`src/rtl/mult_arbiter.sv`:
```
// -----------------------------------------------------------------------------
// mult_arbiter
//
// Shares one sequential multiplier between two requesters. A request is
// granted from IDLE with round-robin fairness. The winner's operands are
// latched onto the multiplier operand bus and the multiplier is started once
// it reports idle. The FSM then waits for completion, bounded by TIMEOUT
// cycles. A completed product is registered into Result and the owner gets a
// Vld pulse. A timeout instead gives the owner an Err pulse and pulses M_Rst
// to recover the multiplier.
//
// Parameters
//   W        operand width of the shared multiplier (product is 2*W)
//   TIMEOUT  number of WAIT cycles allowed before aborting (1..255)
//
// Ports
//   Clk, Reset                       clock, synchronous active-high reset
//   Req0/Req1, A0/B0, A1/B1          requests and operands from requesters
//   Gnt0/Gnt1                        one-cycle accept pulse to the winner
//   Vld0/Vld1                        one-cycle result-valid pulse to the owner
//   Err0/Err1                        one-cycle timeout-abort pulse to the owner
//   Result                           last captured product
//   Busy                             high while the FSM is outside IDLE
//   M_St, M_Rst                      start / recovery reset to the multiplier
//   M_Multiplicando, M_Multiplicador operands to the multiplier
//   M_Idle, M_Done, M_Produto        multiplier status and product
//
// Pulse timing: each pulse is registered when the FSM leaves the state that
// produces it. Gnt is therefore visible during the first ISSUE cycle. M_St is
// visible during the first WAIT cycle. Vld and Err are visible during the
// IDLE cycle that follows RESP or ABORT.
// -----------------------------------------------------------------------------
module mult_arbiter #(
   parameter int W       = 4,
   parameter int TIMEOUT = 15
) (
   input  logic           Clk,
   input  logic           Reset,
   input  logic           Req0,
   input  logic           Req1,
   input  logic [W-1:0]   A0,
   input  logic [W-1:0]   B0,
   input  logic [W-1:0]   A1,
   input  logic [W-1:0]   B1,
   output logic           Gnt0,
   output logic           Gnt1,
   output logic           Vld0,
   output logic           Vld1,
   output logic           Err0,
   output logic           Err1,
   output logic [2*W-1:0] Result,
   output logic           Busy,
   output logic           M_St,
   output logic           M_Rst,
   output logic [W-1:0]   M_Multiplicando,
   output logic [W-1:0]   M_Multiplicador,
   input  logic           M_Idle,
   input  logic           M_Done,
   input  logic [2*W-1:0] M_Produto
);

   typedef enum logic [2:0] {
      S_IDLE,
      S_ISSUE,
      S_WAIT,
      S_RESP,
      S_ABORT
   } state_t;

   // The WAIT counter starts at 0, so its last legal value is TIMEOUT-1.
   // Completion in that final cycle still wins over the abort.
   localparam logic [7:0] CNT_LAST = 8'(TIMEOUT - 1);

   state_t     state;
   logic       prio;   // requester that wins when both request
   logic       owner;  // requester of the transaction in flight
   logic [7:0] cnt;    // WAIT cycle counter
   logic       pick;   // requester that IDLE would grant this cycle

   // A lone requester always wins. On a tie, prio decides. prio is set to the
   // requester that was not served last.
   always_comb begin
      pick = 1'b0;
      if (Req0 && Req1) begin
         pick = prio;
      end else if (Req1) begin
         pick = 1'b1;
      end
   end

   assign Busy = (state != S_IDLE);

   always_ff @(posedge Clk) begin
      if (Reset) begin
         state           <= S_IDLE;
         prio            <= 1'b0;
         owner           <= 1'b0;
         cnt             <= '0;
         Result          <= '0;
         M_Multiplicando <= '0;
         M_Multiplicador <= '0;
         Gnt0            <= 1'b0;
         Gnt1            <= 1'b0;
         Vld0            <= 1'b0;
         Vld1            <= 1'b0;
         Err0            <= 1'b0;
         Err1            <= 1'b0;
         M_St            <= 1'b0;
         M_Rst           <= 1'b0;
      end else begin
         Gnt0  <= 1'b0;
         Gnt1  <= 1'b0;
         Vld0  <= 1'b0;
         Vld1  <= 1'b0;
         Err0  <= 1'b0;
         Err1  <= 1'b0;
         M_St  <= 1'b0;
         M_Rst <= 1'b0;

         case (state)
            S_IDLE: begin
               if (Req0 || Req1) begin
                  owner           <= pick;
                  M_Multiplicando <= pick ? A1 : A0;
                  M_Multiplicador <= pick ? B1 : B0;
                  Gnt0            <= ~pick;
                  Gnt1            <= pick;
                  state           <= S_ISSUE;
               end
            end

            // Hold off the start until the multiplier reports idle.
            S_ISSUE: begin
               if (M_Idle) begin
                  M_St  <= 1'b1;
                  cnt   <= '0;
                  state <= S_WAIT;
               end
            end

            S_WAIT: begin
               if (M_Done) begin
                  Result <= M_Produto;
                  state  <= S_RESP;
               end else if (cnt == CNT_LAST) begin
                  state <= S_ABORT;
               end else begin
                  cnt <= cnt + 8'd1;
               end
            end

            S_RESP: begin
               Vld0  <= ~owner;
               Vld1  <= owner;
               prio  <= ~owner;
               state <= S_IDLE;
            end

            // Result is deliberately left untouched on an abort.
            S_ABORT: begin
               Err0  <= ~owner;
               Err1  <= owner;
               M_Rst <= 1'b1;
               prio  <= ~owner;
               state <= S_IDLE;
            end

            default: begin
               state <= S_IDLE;
            end
         endcase
      end
   end

endmodule

```
`config.mk`:
```
export PLATFORM = sky130hd
export DESIGN_NAME = mult_arbiter
export DESIGN_NICKNAME = d
export VERILOG_FILES = /design/src/rtl/mult_arbiter.sv
export SDC_FILE = /design/constraint.sdc
export NUM_CORES = 1
export LEC_CHECK = 0
export BUFFER_PORTS_ARGS = -buffer_cell sky130_fd_sc_hd__buf_2
export CAP_MARGIN = 15
export CORE_ASPECT_RATIO = 2
export CORE_MARGIN = 2
export CORE_UTILIZATION = 44
export CTS_CLUSTER_DIAMETER = 60
export DETAILED_ROUTE_END_ITERATION = 12
export PLACE_DENSITY = 0.78
export SLEW_MARGIN = 30
export SYNTH_ARGS = -nofsm -noshare
export SYNTH_HDL_FRONTEND = slang
export SYNTH_SLANG_ARGS = --single-unit
```
`constraint.sdc`:
```
create_clock -name Clk -period 1.92 [get_ports Clk]
set_input_delay 0.192 -clock Clk [delete_from_list [all_inputs] [get_ports Clk]]
set_output_delay 0.192 -clock Clk [all_outputs]
set_load 0.02 [all_outputs]
```
==> impl_metrics.toml, run 1 <==
[finish]
drive_gt1_share_pct = 30.71
fin_util_pct = 57.72
fill_cells = 352
final_area_um2 = 2082
area_growth_pct = 27.31
diodes = 0
final_nets = 272

[detailed_routing]
via_count = 1524
drc = 0
routed_wl_um = 3707
dr.first_iter.drc_count = 28
firstDrtPassIters = 4
wire_per_inst_um = 12.78
ant_nets = 0
routed_via_density = 5.255

[setup_path]
crit_path_max_fanout = 7
critical_path.slowest_cell = "or3b_1"
rrSetupSlack_ns = 0.16
cpPeakStageDelay_ns = 0.49
endpoint_kind = "flop"
cp-start-kind = "flop"
worst-endpoint-arrival_ns = 1.98
crit_type = "flop to flop"
crit_chain = "or3b_1 -> a311o_2 -> a21oi_1 -> mux2i_1"
cp.required_ns = 2.13

[timing]
tightest_slew_ns = 0.5619
rsz0062_at_grt = "false"
drv_slew = 0
finalHoldViolCount = 0
whs_ns = 0.1408
min_period_over_period_pct = 91.71
slew-limit-headroom_pct = 62.54
skew_ns = 0.002661
finalSetupTns_ns = 0
clock.fmax_mhz = 567.9
min_period_ns = 1.761
setup_viol = 0

[logic_synthesis]
synthMuxAreaShare_pct = 8.034
synth_common_cells = "37 x dfxtp_1, 23 x nand2_1, 17 x a21oi_1"
async_flop_share_pct = 0
yosys_warnings = 0
synth.most_common_cell = "dfxtp_1"
netlist.area_leader.share_pct = 45.29
synth_cell_types = 37
synth_compound_area_share_pct = 17.37
synth_cells = 185
synth_edf_count = 0
synth_area_leaders = "dfxtp_1 45%, mux2i_1 7.3%, nand2_1 5.3%, a21oi_1 5.2%, a211oi_1 3.7%"
synth_ff_type = "dfxtp_1"
avgSynthCellArea_um2 = 8.840
synth_top_family_by_area = "simple AND/OR/NAND/NOR gates"
ys_seq_elements = 37
synth_area_um2 = 1635
synth-xor-area-share_pct = 0
yosys.area_share.simple_pct = 22.88
synthAdderAreaFrac_pct = 1.530
yosysSeqAreaShare_pct = 45.29
synth_nets = 217
synth_largest_area_cell = "dfxtp_1"

[die]
initial_utilization_pct = 45.33
dieArea_um2 = 4250
core.rowCount = 31
coreArea_um2 = 3607
die_y_um = 90.22
pin_count = 55
die_w_um = 47.11

[power_and_ir_drop]
ir_worst_vdd_uv = 591.5
p_leak_nw = 0.9388
power_density_nw_per_um2 = 894.5
total_power_w = 0.001862

[placed_design]
placed_area_um2 = 1966
gp_congestion = 0.8353
numPortBuffers = 54
hpwl_um = 2850

[global_routing]
grt_overflow_total = 0
antenna_found_initial = 0
track_usage_pct = 19.04
first_global_vias = 1504
grt_max_degree = 33
grt_pass1_wl_um = 5996

[cts]
cts_buffers = 5
cts_resized = 0
clk_path_buf_depth = 2
cts_setup_buffers = 0
clock-root-buffer = "clkbuf_8"
clk_latency_ns = 0.29
htreeDepth = 2
cts_tree = "done"
cts.reportedPaths.clkPinSlew_ns = 0.07
numClockSinks = 37
cts_hold_buf = 0

[min_path]
worst_hold_path_type = "input pin to flop"

[run]
max_cap_violations = 0

[status]
outcome = "finished, final reports clean"
final cells by class:
class                      count  area (um2)  share of cell area, %
multi-input combinational    128       814.5                  39.12
sequential                    37       740.7                  35.58
timing repair buffer          61       322.8                  15.50
clock buffer                   7       86.33                  4.147
tap                           49       61.31                  2.945
clock inverter                 1       30.03                  1.442
inverter                       7       26.28                  1.262
metrics by stage:
step | setup slack, ns | std cells
2_1_floorplan | 0.2939 | 185
5_1_grt | 0.1015 | 290
3_3_place_gp | 0.2702 | 282
4_1_cts | 0.1598 | 290
3_5_place_dp | 0.1816 | 282
6_report | 0.1591 | 290
logic make-up after synthesis:
family,after synthesis
AO/OA/AOI/OAI,40
adder cells (fa/ha/maj),2
buffers and inverters,20
flip-flops,37
multiplexers,13
AND/OR/NAND/NOR,73
state kept, by name (all words and copies together) (netlist names), 3 cells and up:
name and cells:
cnt 8, M_Multiplicador 4, M_Multiplicando 4, state 3, Result 8
final timing paths:
kind | depth (start not counted) | to | start
max reg2reg | 4 | cnt[4] | state[2]
min | 3 | Result[0] | M_Produto[0]
max | 4 | cnt[4] | state[2]
min reg2reg | 2 | Result[7] | Result[7]
cells in the final DEF, fill, tap and decap left out, drive strengths merged, types with 2 or more instances in the layout:
cell type | netlist | final
buf | 4 | 61
dfxtp | 37 | 37
nand2 | 23 | 23
a21oi | 17 | 17
nor2 | 17 | 17
mux2i | 12 | 12
a211oi | 9 | 9
inv | 7 | 7
clkbuf | 9 | 7
or3 | 6 | 6
nor4 | 6 | 6
o21ai | 5 | 5
and2 | 4 | 4
nand3 | 3 | 3
nor3b | 2 | 2
nand4 | 2 | 2
and3 | 2 | 2
o311a | 2 | 2
ha | 2 | 2
critical path: cells and delay by family, from the launching register on:
kind / cells / cell delay (ns)
AOI/OAI and AO/OA: 2 / 0.68
muxes: 1 / 0.21
and+or+nand+nor: 1 / 0.49
DFF: 1 / 0.31
routing by layer:
layer	global-route usage, %	part of all wire, %	vias to the layer above
met5	0	0	-
met4	9.954	2.2	0
met3	4.418	4.8	9
met2	33.79	56	58
met1	18.43	37	689
li1	-	-	768
power breakdown:
part | internal [W] | switching (W) | leakage [nW]
clock | 0.000423 | 0.000265 | 0.0585
combinational | 0.000135 | 0.000202 | 0.579
sequential | 0.000814 | 0.0000240 | 0.301
total | 0.00137 | 0.000491 | 0.939
Power figures use the tool's default switching activity.
==> run 2: changes to the inputs <==
RECOVER_POWER = 100   (was default)
==> run 2 against run 1 <==
  * Routed wire length about the same
  * Sequential power about the same
  * First-iteration DRC count decreased by 32%
  * Largest power group unchanged
==> impl_metrics.toml, run 2 (same netlist as run 1, synthesis figures left out) <==
[finish]
fin_util_pct = 56.68
multiInputGateArea_um2 = 808.3
diodes = 0
top_regs = "Result (8), cnt (8)"
layout.cells.most_common = "dfxtp_1"
final_nets = 272
area_growth_pct = 25.02
drive_gt1_share_pct = 19.50
regArea_um2 = 740.7
fin_cells = 290
fill_cells = 361
layout_common_cells = "37 x dfxtp_1, 29 x buf_2, 26 x clkbuf_1, 23 x nand2_1, 17 x a21oi_1"

[timing]
slew-limit-headroom_pct = 63.34
min_period_over_period_pct = 92.04
skew_ns = 0.004657
setup_viol = 0
drv_slew = 0
whs_ns = 0.1403
min_period_ns = 1.767
clock.fmax_mhz = 565.9
finalHoldViolCount = 0
tightest_slew_ns = 0.5500
finalSetupTns_ns = 0
rsz0062_at_grt = "false"

[cts]
cts_buffers = 5
cts_resized = 0
cts_setup_buffers = 0
numClockSinks = 37
cts_hold_buf = 0
cts_tree = "done"
clk_latency_ns = 0.29
clk_path_buf_depth = 2
htreeDepth = 2
cts.reportedPaths.clkPinSlew_ns = 0.07
clock-root-buffer = "clkbuf_8"

[placed_design]
dp_cells = 282
gp_congestion = 0.8353
hpwl_um = 2850
numPortBuffers = 54

[detailed_routing]
ant_nets = 0
dr.first_iter.drc_count = 19
wire_per_inst_um = 12.79
firstDrtPassIters = 6
routed_via_density = 5.252
routed_wl_um = 3708
via_count = 1523
drc = 0

[run]
max_cap_violations = 0

[global_routing]
grt_max_degree = 33
track_usage_pct = 19.04
first_global_vias = 1504
grt_pass1_wl_um = 5996
antenna_found_initial = 0
grt_overflow_total = 0

[die]
coreArea_um2 = 3607
pin_count = 55
dieArea_um2 = 4250
die_y_um = 90.22
die_w_um = 47.11
initial_utilization_pct = 45.33
core.rowCount = 31

[min_path]
hold_path_startpoint = "M_Produto[5]"
worst_hold_path_type = "input pin to flop"

[setup_path]
cpPeakStageDelay_ns = 0.49
cp.required_ns = 2.13
crit_type = "flop to flop"
critical_path.slowest_cell = "or3b_1"
endpoint_kind = "flop"
crit_path_max_fanout = 7
cp-startpoint = "state[2]"
crit_chain = "or3b_1 -> a311o_1 -> a21oi_1 -> mux2i_1"
cp-start-kind = "flop"
r2r_start = "state[2]"
worst-endpoint-arrival_ns = 1.98
rrSetupSlack_ns = 0.15

[power_and_ir_drop]
total_power_w = 0.001847
power_density_nw_per_um2 = 903.3
p_leak_nw = 0.8258
ir_worst_vdd_uv = 579.9

[status]
outcome = "finished, final reports clean"
-- run 2: final timing paths --
check / endpoint / cells past startpoint
worst min-delay path: Result[5] / 3
worst max register to register: cnt[4] / 4
worst max-delay path: cnt[4] / 4
worst min register to register: Result[7] / 2
-- run 2: worst max-delay path, delay by kind of cell, from the launching register on --
| family | cells | cell delay (ns) |
|---|---|---|
| compound gates | 2 | 0.69 |
| flops | 1 | 0.31 |
| mux | 1 | 0.21 |
| simple gates | 1 | 0.49 |
-- run 2: metrics by stage --
step                cell area (um2)  setup WS, ns
floorplan                      1635        0.2939
finish                         2044        0.1529
detailed placement             1966        0.1816
CTS                            2082        0.1598
global placement               1966        0.2702
global route                   2044       0.08226
-- run 2: power by group --
part           switching, W  internal [W]  total, W
Sequential        0.0000247      0.000814  0.000839
Combinational      0.000200      0.000123  0.000323
Clock              0.000262      0.000423  0.000685
Total              0.000486       0.00136   0.00185
-- run 2: metal layers --
| metal | share of wire [%] | vias to the layer above | GRT usage (%) |
|---|---|---|---|
| met3 | 4.6 | 7 | 4.418 |
| met1 | 37 | 693 | 18.43 |
| met4 | 2.4 | 0 | 9.954 |
| li1 | - | 770 | - |
| met2 | 56 | 53 | 33.79 |
| met5 | 0 | - | 0 |
-- run 2: cell type report --
type / instances / share of cell area (%)
tap: 49 / 2.999
inverter: 7 / 1.285
multi-input combinational: 128 / 39.53
clock inverter: 1 / 1.469
clock buffer: 7 / 4.223
timing repair buffer: 61 / 14.26
sequential: 37 / 36.23
